--- src/rtl/sd_xfer_seq.sv ---
// sd_xfer_seq: multi-sector SD transfer sequencer.
// Takes one job (start LBA, sector count, direction) and issues one SD command
// per sector. It gates each command on sd_busy and times out a sector that
// never completes. Abort stops the job once the current sector is finished.
// Optional build macro SD_XFER_RETRY_EN re-issues a sector that returns a card
// error, up to RETRIES extra attempts.
module sd_xfer_seq #(
  parameter int unsigned CNT_W   = 8,
  parameter int unsigned TIMEOUT = 2500000,
  parameter int unsigned RETRIES = 3
) (
  input  logic             clock,
  input  logic             reset,
  input  logic             cmd_start,
  input  logic             cmd_rw,
  input  logic [31:0]      cmd_lba,
  input  logic [CNT_W-1:0] cmd_count,
  input  logic             abort,
  output logic             busy,
  output logic             done,
  output logic [3:0]       status,
  output logic [31:0]      cur_lba,
  output logic [CNT_W-1:0] remain,
  output logic             sect_start,
  output logic             sect_done,
  output logic             sd_command,
  output logic             sd_rw,
  output logic [31:0]      sd_lba,
  input  logic             sd_busy,
  input  logic             sd_done,
  input  logic [3:0]       sd_error
);

  typedef enum logic [2:0] {
    S_IDLE,
    S_ARM,
    S_ISSUE,
    S_WAIT,
    S_NEXT,
    S_FIN
  } state_t;

  localparam int unsigned TW = $clog2(TIMEOUT + 1);
  localparam logic [3:0]  ST_ABORT   = 4'hE;
  localparam logic [3:0]  ST_TIMEOUT = 4'hF;

  state_t        state, state_next;
  logic          abort_l;
  logic          abort_any;
  logic [TW-1:0] tmo_cnt;
  logic          tmo_hit;
  logic          set_status;
  logic [3:0]    fin_status;
  logic          sect_ok;

`ifdef SD_XFER_RETRY_EN
  localparam int unsigned AW = (RETRIES > 0) ? $clog2(RETRIES + 1) : 1;
  logic [AW-1:0] attempts;
  logic          retry;
`endif

  assign abort_any = abort_l | abort;
  assign tmo_hit   = (tmo_cnt == TW'(TIMEOUT - 1));

  // Outputs that follow directly from the current state.
  always_comb begin
    busy       = (state != S_IDLE) && (state != S_FIN);
    done       = (state == S_FIN);
    sd_command = (state == S_ISSUE);
    sect_start = (state == S_ISSUE);
  end

  // Next-state decode and end-of-job status selection.
  always_comb begin
    state_next = state;
    set_status = 1'b0;
    fin_status = '0;
    sect_ok    = 1'b0;
`ifdef SD_XFER_RETRY_EN
    retry      = 1'b0;
`endif
    case (state)
      S_IDLE: begin
        if (cmd_start) begin
          state_next = (cmd_count == '0) ? S_FIN : S_ARM;
        end
      end
      S_ARM: begin
        if (abort_any) begin
          state_next = S_FIN;
          set_status = 1'b1;
          fin_status = ST_ABORT;
        end else if (!sd_busy) begin
          state_next = S_ISSUE;
        end
      end
      S_ISSUE: state_next = S_WAIT;
      S_WAIT: begin
        // sd_done has priority over a timeout in the same cycle.
        if (sd_done) begin
          if (sd_error == '0) begin
            sect_ok    = 1'b1;
            state_next = (remain == CNT_W'(1)) ? S_FIN : S_NEXT;
          end else begin
            state_next = S_FIN;
            set_status = 1'b1;
            fin_status = sd_error;
`ifdef SD_XFER_RETRY_EN
            if (abort_any) begin
              fin_status = ST_ABORT;
            end else if (attempts < AW'(RETRIES)) begin
              retry      = 1'b1;
              state_next = S_ARM;
              set_status = 1'b0;
            end
`endif
          end
        end else if (tmo_hit) begin
          state_next = S_FIN;
          set_status = 1'b1;
          fin_status = ST_TIMEOUT;
        end
      end
      S_NEXT: begin
        if (abort_any) begin
          state_next = S_FIN;
          set_status = 1'b1;
          fin_status = ST_ABORT;
        end else begin
          state_next = S_ARM;
        end
      end
      S_FIN:   state_next = S_IDLE;
      default: state_next = S_IDLE;
    endcase
  end

  // State register and job bookkeeping (address, count, abort, timeout).
  always_ff @(posedge clock) begin
    if (reset) begin
      state     <= S_IDLE;
      abort_l   <= 1'b0;
      tmo_cnt   <= '0;
      status    <= '0;
      cur_lba   <= '0;
      remain    <= '0;
      sd_rw     <= 1'b0;
      sd_lba    <= '0;
      sect_done <= 1'b0;
`ifdef SD_XFER_RETRY_EN
      attempts  <= '0;
`endif
    end else begin
      state     <= state_next;
      sect_done <= sect_ok;

      if (state == S_IDLE && cmd_start) begin
        sd_rw    <= cmd_rw;
        cur_lba  <= cmd_lba;
        sd_lba   <= cmd_lba;
        remain   <= cmd_count;
        status   <= '0;
        abort_l  <= 1'b0;
`ifdef SD_XFER_RETRY_EN
        attempts <= '0;
`endif
      end

      if (state == S_FIN) begin
        abort_l <= 1'b0;
      end else if (state != S_IDLE && abort) begin
        abort_l <= 1'b1;
      end

      if (state == S_ISSUE) begin
        tmo_cnt <= '0;
      end else if (state == S_WAIT && !tmo_hit) begin
        tmo_cnt <= tmo_cnt + 1'b1;
      end

      if (set_status) begin
        status <= fin_status;
      end

      if (sect_ok) begin
        remain   <= remain - 1'b1;
        cur_lba  <= cur_lba + 32'd1;
        sd_lba   <= cur_lba + 32'd1;
`ifdef SD_XFER_RETRY_EN
        attempts <= '0;
`endif
      end

`ifdef SD_XFER_RETRY_EN
      if (retry) begin
        attempts <= attempts + 1'b1;
      end
`endif
    end
  end

endmodule

--- config.mk ---
export PLATFORM = sky130hd
export DESIGN_NAME = sd_xfer_seq
export DESIGN_NICKNAME = d
export VERILOG_FILES = /design/src/rtl/sd_xfer_seq.sv
export SDC_FILE = /design/constraint.sdc
export NUM_CORES = 1
export LEC_CHECK = 0
export CELL_PAD_IN_SITES_DETAIL_PLACEMENT = 1
export CELL_PAD_IN_SITES_GLOBAL_PLACEMENT = 1
export CORE_AREA = 2 2 97 99
export DETAILED_ROUTE_END_ITERATION = 16
export DIE_AREA = 0 0 99 101
export DONT_BUFFER_PORTS = 1
export GPL_TIMING_DRIVEN = 0
export HOLD_SLACK_MARGIN = 0.15
export PLACE_DENSITY_LB_ADDON = 0.1
export SYNTH_ARGS = -nofsm -noshare
export SYNTH_HDL_FRONTEND = slang
export SYNTH_SLANG_ARGS = --single-unit
--- constraint.sdc ---
create_clock -name clock -period 4.85 [get_ports clock]
set_input_delay 0.2425 -clock clock [delete_from_list [all_inputs] [get_ports clock]]
set_output_delay 0.2425 -clock clock [all_outputs]
set_load 0.02 [all_outputs]
**Word-level counts from Yosys, hierarchy flattened**

Index checks and enable logic that the tools add are counted.
W data, S select, Z words.

- Bits in registers: 72
- Output and inout bits: 82

- Add/sub/neg operators: 3
- Eq/ne operators: 11
- Mux-type cells: 31
- Bitwise operators: 1
- Reductions and logical operators: 16

Operator list:

| operator | count |
|---|---|
| $mux W32 | 2 |
| $add A32 B1 Y32 const B | 1 |
| $mux W4 | 6 |
| $add A22 B1 Y22 const B | 1 |
| $eq A22 B22 Y1 const B | 1 |
| $mux W3 | 7 |
| $mux W8 | 2 |
| $pmux W3 S5 | 1 |
| $mux W1 | 11 |
| $ne A3 B3 Y1 const B | 3 |
| $eq A8 B1 Y1 const B | 1 |
| $logic_not A8 Y1 | 1 |
| $pmux W4 S2 | 1 |
| $sub A8 B1 Y8 const B | 1 |
| $eq A3 B2 Y1 const B | 2 |
| $eq A3 B3 Y1 const B | 2 |
| $reduce_bool A2 Y1 | 3 |
| $reduce_or A2 Y1 | 3 |
| $logic_and A1 B1 Y1 | 4 |
| $logic_not A4 Y1 | 1 |
| $eq A3 B1 Y1 const B | 1 |
| $logic_not A3 Y1 | 1 |
| $reduce_and A3 Y1 | 1 |
| $reduce_bool A3 Y1 | 1 |
| other kinds (4) | 4 |

**Logic depth before layout (Yosys ltp)**

Gate-level depths: netlist of run 1.

- Depth in word-level cells: 5
- Mapped depth: 9
- Gate-level depth less buffers: 6

**Worst setup path after synthesis of run 1**

No wires, ideal clock.

- Path type: register -> register
- Start: reg sd_lba[0] (netlist name)
- End: reg sd_lba[24]
- Setup time: 0.074 ns
- Arrival: 1.928 ns
- Data required time: 4.776 ns
- Path slack: 2.848 ns
- Cell stages (with the launch flop): 7
- Cells stage by stage: dfxtp_1 > ha_1 > nand2_1 > nor2_1 > nand2_1 > or4_1 > a31oi_1

RTL lines:

| item | RTL line | RTL |
|---|---|---|
| end signal: assignment | 160 | `sd_lba <= cmd_lba;` |
| end signal: assignment | 188 | `sd_lba <= cur_lba + 32'd1;` |
| end: declaration | 28 | `output logic [31:0] sd_lba,` |

**Worst setup path after layout of run 1**

- Start: reg tmo_cnt[12]
- End: reg status[2]

- Longest elaborated chain between the ends: 5
- Elaborated cells on any way between the ends: 9
- Classes of those cells: 1 x eq/ne; 7 x mux; 1 x reduce/logical

Ends and longest elaborated chain:

| item | RTL line | RTL |
|---|---|---|
| start: declaration | 50 | `logic [TW-1:0] tmo_cnt;` |
| start signal: assignment | 178 | `tmo_cnt <= tmo_cnt + 1'b1;` |
| $eq A22 B22 Y1 * | 63 | `assign tmo_hit = (tmo_cnt == TW'(TIMEOUT - 1));` |
| $mux W4 / $mux W1 (equally long branches) | 118 | `end else if (tmo_hit) begin` |
| $mux W4 / $mux W1 (equally long branches) | 100 | `if (sd_done) begin` |
| $pmux W4 S2 / $pmux W1 S2 (equally long branches) | 82 | `case (state)` |
| $mux W4 / $reduce_bool A2 Y1 (equally long branches) | - |  |
| end signal: assignment | 182 | `status <= fin_status;` |
| end: declaration | 21 | `output logic [3:0] status,` |

Mark *: on every way between the ends. The rest lies on a longest branch, timed or not.
A chain may end at the register's enable or synchronous reset.

==> results of run 1 <==
[layout make-up]
cell class,count,area [um^2],area share [%]
Timing Repair Buffer,45,450,8.81
Tap cell,111,139,2.72
Buffer,62,373,7.29
Clock buffer,13,159,3.11
Sequential cell,72,1440,28.2
Clock inverter,3,40.0,0.783
Inverter,12,45.0,0.881
Multi-Input combinational cell,405,2460,48.2
[worst paths after layout]
kind | slack, ns | from | to
setup / recovery | 2.21 | tmo_cnt[12] | status[2]
hold / removal | 0.15 | sd_error[0] | status[0]
setup reg to reg | 2.21 | tmo_cnt[12] | status[2]
hold reg to reg | 0.48 | tmo_cnt[21] | tmo_cnt[21]
[per-stage QoR]
step | util (%) | cell area, um^2
final | 56.9 | 5110
after floorplan | - | 4320
after detailed placement | 49.7 | 4460
after global placement | 49.7 | 4460
after global routing | 56.9 | 5110
after CTS | 56.9 | 5110
[registers in the layout (all words and copies together) (netlist names)]
| signal | flops |
|---|---|
| sd_lba | 32 |
| tmo_cnt | 22 |
| remain | 8 |
| status | 4 |
| state | 3 |
| abort_l | 1 |
| sd_rw | 1 |
| sect_done | 1 |
[metal layers]
layer	GRT usage, %	part of all wire (%)
met5	0	0
met4	11.7	2.1
met1	37.6	41
met2	55.5	50
met3	6.24	6.8
[worst reg2reg max path: stages (launching register included)]
cell	delay, ns
sky130_fd_sc_hd__dfxtp_1	0.35
sky130_fd_sc_hd__nor4_1	0.37
sky130_fd_sc_hd__nand4_1	0.40
sky130_fd_sc_hd__nor4_2	0.52
sky130_fd_sc_hd__or3_1	0.20
sky130_fd_sc_hd__a41oi_1	0.11
sky130_fd_sc_hd__dlygate4sd3_1	0.59
[Yosys cell counts (2+ instances only)]
library cell	instances	share of area, %
sky130_fd_sc_hd__a211oi_1	5	0.87
sky130_fd_sc_hd__a41oi_1	3	0.61
sky130_fd_sc_hd__o2bb2ai_1	2	0.41
sky130_fd_sc_hd__mux2_2	5	1.3
sky130_fd_sc_hd__nand4_2	2	0.58
sky130_fd_sc_hd__xor2_1	8	1.6
sky130_fd_sc_hd__o21ai_1	7	0.81
sky130_fd_sc_hd__o311ai_0	5	1.0
sky130_fd_sc_hd__a21oi_1	30	3.5
sky130_fd_sc_hd__buf_2	7	0.81
sky130_fd_sc_hd__nand3b_1	4	0.69
sky130_fd_sc_hd__a31oi_1	24	3.5
sky130_fd_sc_hd__o211ai_1	10	1.7
sky130_fd_sc_hd__dfxtp_1	72	33
sky130_fd_sc_hd__ha_1	4	1.2
sky130_fd_sc_hd__or4_1	7	1.2
sky130_fd_sc_hd__buf_4	33	5.7
sky130_fd_sc_hd__clkbuf_1	21	1.8
sky130_fd_sc_hd__and3_1	7	1.0
sky130_fd_sc_hd__inv_1	12	1.0
sky130_fd_sc_hd__and4_1	5	1.0
sky130_fd_sc_hd__o22ai_1	5	0.72
sky130_fd_sc_hd__nor2_1	46	4.0
sky130_fd_sc_hd__or2_2	4	0.58
sky130_fd_sc_hd__mux2i_1	3	0.69
sky130_fd_sc_hd__a2111oi_0	5	1.0
sky130_fd_sc_hd__or3_1	20	2.9
sky130_fd_sc_hd__xnor2_1	9	1.8
sky130_fd_sc_hd__nor3b_1	3	0.52
sky130_fd_sc_hd__nand2b_1	2	0.29
sky130_fd_sc_hd__nand2_1	58	5.0
sky130_fd_sc_hd__a22oi_1	7	1.2
sky130_fd_sc_hd__nor3_1	12	1.4
sky130_fd_sc_hd__nand4_1	20	2.9
sky130_fd_sc_hd__and2_1	4	0.58
sky130_fd_sc_hd__o31ai_1	3	0.52
sky130_fd_sc_hd__nor4_1	9	1.3
sky130_fd_sc_hd__o21ai_0	10	1.2
sky130_fd_sc_hd__nand3_1	35	4.1
[logic make-up (layout without fill, tap and decap cells)]
logic type | count (synthesis) | after routing | share of synthesized area (%)
buffers and inverters | 74 | 135 | 9.67
AOI/OAI and AO/OA | 129 | 129 | 19.9
DFF | 72 | 72 | 33.3
and+or+nand+nor | 247 | 247 | 30.4
muxes | 8 | 8 | 2.00
xor gates and xnor gates | 17 | 17 | 3.44
adders and majority gates | 4 | 4 | 1.16
[power groups by stage]
stage               combinational, mW  clock [mW]  sequential, mW
floorplan                       0.192           0           0.719
global placement                0.238           0           0.737
detailed placement              0.245           0           0.739
CTS                             0.277       0.513           0.725
global route                    0.306       0.540           0.733
finish                          0.284       0.513           0.727
==> run_results.csv, run 1 <==
group,metric,value,unit
status,status,"finished, final reports clean",
clock_network,cts_inserted_buffers,9,
global_routing,grt_pass1_vias,4691,
min_path,min-delay-path-class,"in2reg",
clock_network,cts_repair_resize_count,0,
detailed_routing,first_pass_iteration_count_of_the_detailed_router,4,
floorplanning,initial_utilization,48.2,%
floorplanning,floorplan.rows,35,
timing,timing.final.max_slew_violations,0,
clock_network,cts_hold_buf,45,
pwr,clock_power_share,33.7,%
setup_path,crit_path_max_incr_delay,0.59,ns
timing,tightest_slew,1.13,ns
timing,post-route-period-util,54.5,%
timing,final_critical_path_setup_slack,2.21,ns
synth,synth.ff_latch_count,72,
detailed_routing,detail_route.wl_per_cell,21.7,um
timing,holdWs,0.150,ns
layout,fill_cells,1121,
setup_path,timing.critical_path.from_type,"register",
global_routing,global_route.overflow_total,0,
synth,number_of_synthesized_flops_with_an_enable_pin,0,
clock_network,cts_num_sinks,72,
pwr,p_comb_share,18.6,%
synth,async_flop_share,0,%
setup_path,critical_path_depth,6,
pwr,post-layout-total-power,1.52,mW
detailed_routing,drt-initial-drc-count,208,
setup_path,cpLargestDelayFamily,"simple AND/OR/NAND/NOR gates",
synth,ys.warnings.count,0,
floorplanning,floorplan.io_pins,133,
global_routing,grt_antenna_before_repair,0,
pwr,irDropWorstVdd,0.000146,V
pwr,internal_power_consumption,1.01,mW
floorplanning,floorplan_die_area,0.0100,mm^2
placement,number_of_instances_in_the_placed_design,662,
layout,share_of_final_layout_standard_cells_stronger_than_drive_strength_1,12.1,%
clock_network,clockRootBuffer,"sky130_fd_sc_hd__clkbuf_8",
job,max-cap-violations,0,
layout,finalNonFillerCells,723,
floorplanning,design.core.area,0.00898,mm^2
detailed_routing,drt_drc_violations_left,0,
clock_network,worst_setup_hold_path_clk_slew,0.08,ns
clock_network,insertion_delay,0.37,ns
synth,fraction_of_the_yosys_area_taken_by_sequential_cells,33.3,%
timing,timing.fmax,379,MHz
clock_network,cts_tree,"done",
setup_path,critical_path_buf_inv_count,1,
placement,pre_cts_ws,2.31,ns
setup_path,critical_path_class,"reg2reg",
layout,mostFrequentLayoutCell,"sky130_fd_sc_hd__dfxtp_1",
clock_network,max-clock-path-buffers,2,
placement,gpl.final_weighted_congestion,0.874,
floorplanning,dieHeight,101,um
timing,maxSlewHeadroom,24.7,%
global_routing,grt_first_pass_wirelength,24700,um
global_routing,grt_max_degree,12,
detailed_routing,antenna_left,0,
setup_path,worst-endpoint-required,5.10,ns
layout,areaGrowthSynthToFinish,18.2,%
synth,synthesis.instances,551,
setup_path,cell_by_cell_listing_of_the_critical_path,"nor4_1 > nand4_1 > nor4_2 > or3_1 > a41oi_1 > dlygate4sd3_1",
layout,design.final.nets,662,
placement,placement.io_buffers,0,
pwr,leakage,1.71,nW
detailed_routing,vias_per_cell,6.35,
synth,syn-num-nets,606,
setup_path,timing.critical_path.fanout_max,5,
timing,setup_repair_after_global_routing_missed_its_margin,"false",
pwr,power_per_cell_area,298,mW/mm^2
pwr,seq_power_share,47.7,%
timing,setup_viol_count_final,0,
setup_path,crit_path_end_kind,"register",
global_routing,grtUsageTotal,31.4,%
pwr,p_switching,0.518,mW
clock_network,cts_max_level,3,
synth,syn-mean-instance-area,7.85,um^2
setup_path,timing.reg2reg.worst_path_depth,6,
synth,synthesis.area,0.00432,mm^2
setup_path,critPathArrivalTime,2.90,ns
min_path,hold_path_depth,3,
detailed_routing,route.vias.total,4592,
timing,timing_hold_violations_final,0,
timing,finalWorstPathRequiredPeriod,2.64,ns
clock_network,post_cts_buffers,0,
synth,yosys_most_used_dff,"sky130_fd_sc_hd__dfxtp_1",
floorplanning,die_width,99,um
timing,setup-tns-final,0,ns
synth,synth_cell_types,62,
layout,antennaDiodeCount,0,
layout,most-common-layout-cells,"72 x sky130_fd_sc_hd__dfxtp_1, 58 x sky130_fd_sc_hd__nand2_1, 46 x sky130_fd_sc_hd__nor2_1",
pwr,switching_share,34.0,%
setup_path,worst_path_max_delay_cell,"sky130_fd_sc_hd__dlygate4sd3_1",
placement,dp.final_hpwl,10700,um
detailed_routing,total_detailed_routing_wirelength,15700,um
timing,fin_skew,0.00931,ns
Note: power is estimated with default switching activity, not from simulation.
==> inputs of run 2 (changes only) <==
Settings changed: CORE_AREA 2 2 97 99 to 2 2 106 108, DIE_AREA 0 0 99 101 to 0 0 108 110.
Clock period 4.85 ns to 2.2 ns, I/O delays scaled along.
==> run 2 against run 1 <==
Final cell count up 5.3%. Die area grew 19%. Flip-flop and latch count stayed put. Largest power group unchanged. Sequential power increased by 120%. Final area rose by 4.7%. Worst hold slack lost 0.012 ns. First-iteration DRC count shrank 0.96%. Global-route usage down 4.6 points.
==> run_results.csv, run 2 (synthesis results as in run 1) <==
group,metric,value,unit
detailed_routing,total_detailed_routing_wirelength,15800,um
floorplanning,die_width,108,um
timing,maxSlewHeadroom,45.8,%
placement,pre_cts_ws,-0.300,ns
min_path,min-delay-path-class,"in2reg",
global_routing,grt_antenna_before_repair,0,
global_routing,grt_max_degree,12,
floorplanning,floorplan_die_area,0.0119,mm^2
setup_path,cpLargestDelayFamily,"simple AND/OR/NAND/NOR gates",
timing,timing.final.max_slew_violations,0,
floorplanning,floorplan.io_pins,133,
status,status,"finished, final reports clean",
global_routing,grt_first_pass_wirelength,24600,um
detailed_routing,first_pass_iteration_count_of_the_detailed_router,5,
timing,setup_viol_count_final,0,
layout,mostFrequentLayoutCell,"sky130_fd_sc_hd__dfxtp_1",
placement,gpl.final_weighted_congestion,0.828,
setup_path,crit_path_max_incr_delay,0.59,ns
setup_path,worst_path_max_delay_cell,"sky130_fd_sc_hd__dlygate4sd3_1",
detailed_routing,route.vias.total,4591,
setup_path,timing.critical_path.from_type,"input pin",
pwr,leakage,1.82,nW
layout,areaGrowthSynthToFinish,23.8,%
job,max-cap-violations,0,
floorplanning,floorplan.rows,38,
floorplanning,design.core.area,0.0107,mm^2
clock_network,worst_setup_hold_path_clk_slew,0.08,ns
placement,placement.io_buffers,0,
layout,antennaDiodeCount,0,
timing,final_critical_path_setup_slack,0.109,ns
detailed_routing,drt-initial-drc-count,206,
timing,timing.fmax,478,MHz
floorplanning,initial_utilization,40.4,%
setup_path,critPathArrivalTime,2.37,ns
timing,finalWorstPathRequiredPeriod,2.09,ns
clock_network,cts_tree,"done",
setup_path,worst-endpoint-required,2.48,ns
pwr,power_per_cell_area,619,mW/mm^2
global_routing,grtUsageTotal,26.7,%
clock_network,clockRootBuffer,"sky130_fd_sc_hd__clkbuf_8",
layout,share_of_final_layout_standard_cells_stronger_than_drive_strength_1,18.2,%
layout,most-common-layout-cells,"59 x sky130_fd_sc_hd__dfxtp_1, 58 x sky130_fd_sc_hd__nand2_1, 50 x sky130_fd_sc_hd__dlygate4sd3_1",
setup_path,crit_path_end_kind,"register",
setup_path,cell_by_cell_listing_of_the_critical_path,"dlygate4sd3_1 > nor4_4 > and2_2 > nand4_2 > or4_1 > a31oi_1",
layout,largest_register_ff_count,32,
layout,reg.largest.list,"sd_lba (32), tmo_cnt (22), remain (8)",
clock_network,cts_num_sinks,72,
detailed_routing,vias_per_cell,6.03,
detailed_routing,antenna_left,0,
placement,dp.final_hpwl,11000,um
timing,post-route-period-util,95.1,%
pwr,irDropWorstVdd,0.000295,V
timing,fin_skew,0.00960,ns
setup_path,timing.critical_path.fanout_max,10,
timing,tightest_slew,0.811,ns
detailed_routing,drt_drc_violations_left,0,
detailed_routing,detail_route.wl_per_cell,20.8,um
setup_path,critical_path_buf_inv_count,1,
timing,setup_repair_after_global_routing_missed_its_margin,"true",
timing,setup-tns-final,0,ns
global_routing,global_route.overflow_total,0,
layout,top_register,"sd_lba",
setup_path,critical_path_class,"in2reg",
timing,timing_hold_violations_final,0,
clock_network,max-clock-path-buffers,2,
clock_network,cts_max_level,3,
layout,design.final.nets,672,
clock_network,insertion_delay,0.35,ns
clock_network,cts_inserted_buffers,9,
floorplanning,dieHeight,110,um
global_routing,grt_pass1_vias,4702,
-- run 2: worst paths after layout --
path                                  start          end  slack (ns)  cells after the start
worst max-delay path            sd_error[1]   sd_lba[24]        0.11                      6
worst min-delay path              cmd_start      abort_l        0.14                      3
worst max register to register  tmo_cnt[14]    status[1]        0.12                      5
worst min register to register  tmo_cnt[21]  tmo_cnt[21]        0.49                      2
-- run 2: repair_timing --
item | 4_1_cts | 5_1_grt
gates resized for setup | 15 | 42
endpoints found under the setup margin | 48 | 64
hold endpoints to repair | 47 | 0
cloned | 0 | 0
buffers inserted | 0 | 5
hold buffers | 50 | 0
pin swaps | 0 | 5
-- run 2: area by class of cell --
| class | instances | area (um^2) |
|---|---|---|
| inverters | 12 | 45.0 |
| fillers | 1289 | 5350 |
| repair buffers | 55 | 538 |
| well taps | 140 | 175 |
| clock buffers | 11 | 141 |
| clock inverters | 4 | 45.0 |
| plain buffers | 62 | 399 |
| flip-flops and latches | 72 | 1460 |
| multi-input cells | 405 | 2550 |
-- run 2: worst reg2reg max path, cell delays in order (launching register included) --
cell                       delay, ns
sky130_fd_sc_hd__dfxtp_1        0.36
sky130_fd_sc_hd__nor4_1         0.36
sky130_fd_sc_hd__nand4_1        0.35
sky130_fd_sc_hd__nor4_2         0.51
sky130_fd_sc_hd__o21ai_0        0.18
sky130_fd_sc_hd__a211oi_1       0.23
-- run 2: power breakdown --
| group | internal, mW | switching [mW] | total, mW | leakage [nW] |
|---|---|---|---|---|
| Clock | 0.544 | 0.518 | 1.06 | 0.0989 |
| Combinational | 0.265 | 0.379 | 0.644 | 1.13 |
| Sequential | 1.39 | 0.222 | 1.61 | 0.592 |
-- run 2: metal layers --
layer / wire length [um] / vias up / global-route usage, % / part of all wire [%]
li1: - / 2148 / - / -
met1: 6640 / 2255 / 32.5 / 42
met2: 7880 / 155 / 47.2 / 50
met3: 913 / 33 / 4.82 / 5.8
met4: 366 / 0 / 10.2 / 2.3
met5: 0 / - / 0 / 0
-- run 2: per-stage QoR --
stage | hold WS [ns] | std cells | util, % | instance area (um^2) | power [mW]
2_1_floorplan | 0.246 | 551 | - | 4320 | 2.01
3_3_place_gp | 0.250 | 691 | 42.0 | 4500 | 2.16
3_5_place_dp | 0.257 | 691 | 42.0 | 4500 | 2.18
4_1_cts | 0.153 | 756 | 48.9 | 5230 | 3.31
5_1_grt | 0.172 | 761 | 50.0 | 5350 | 3.49
6_report | 0.138 | 761 | 50.0 | 5350 | 3.32
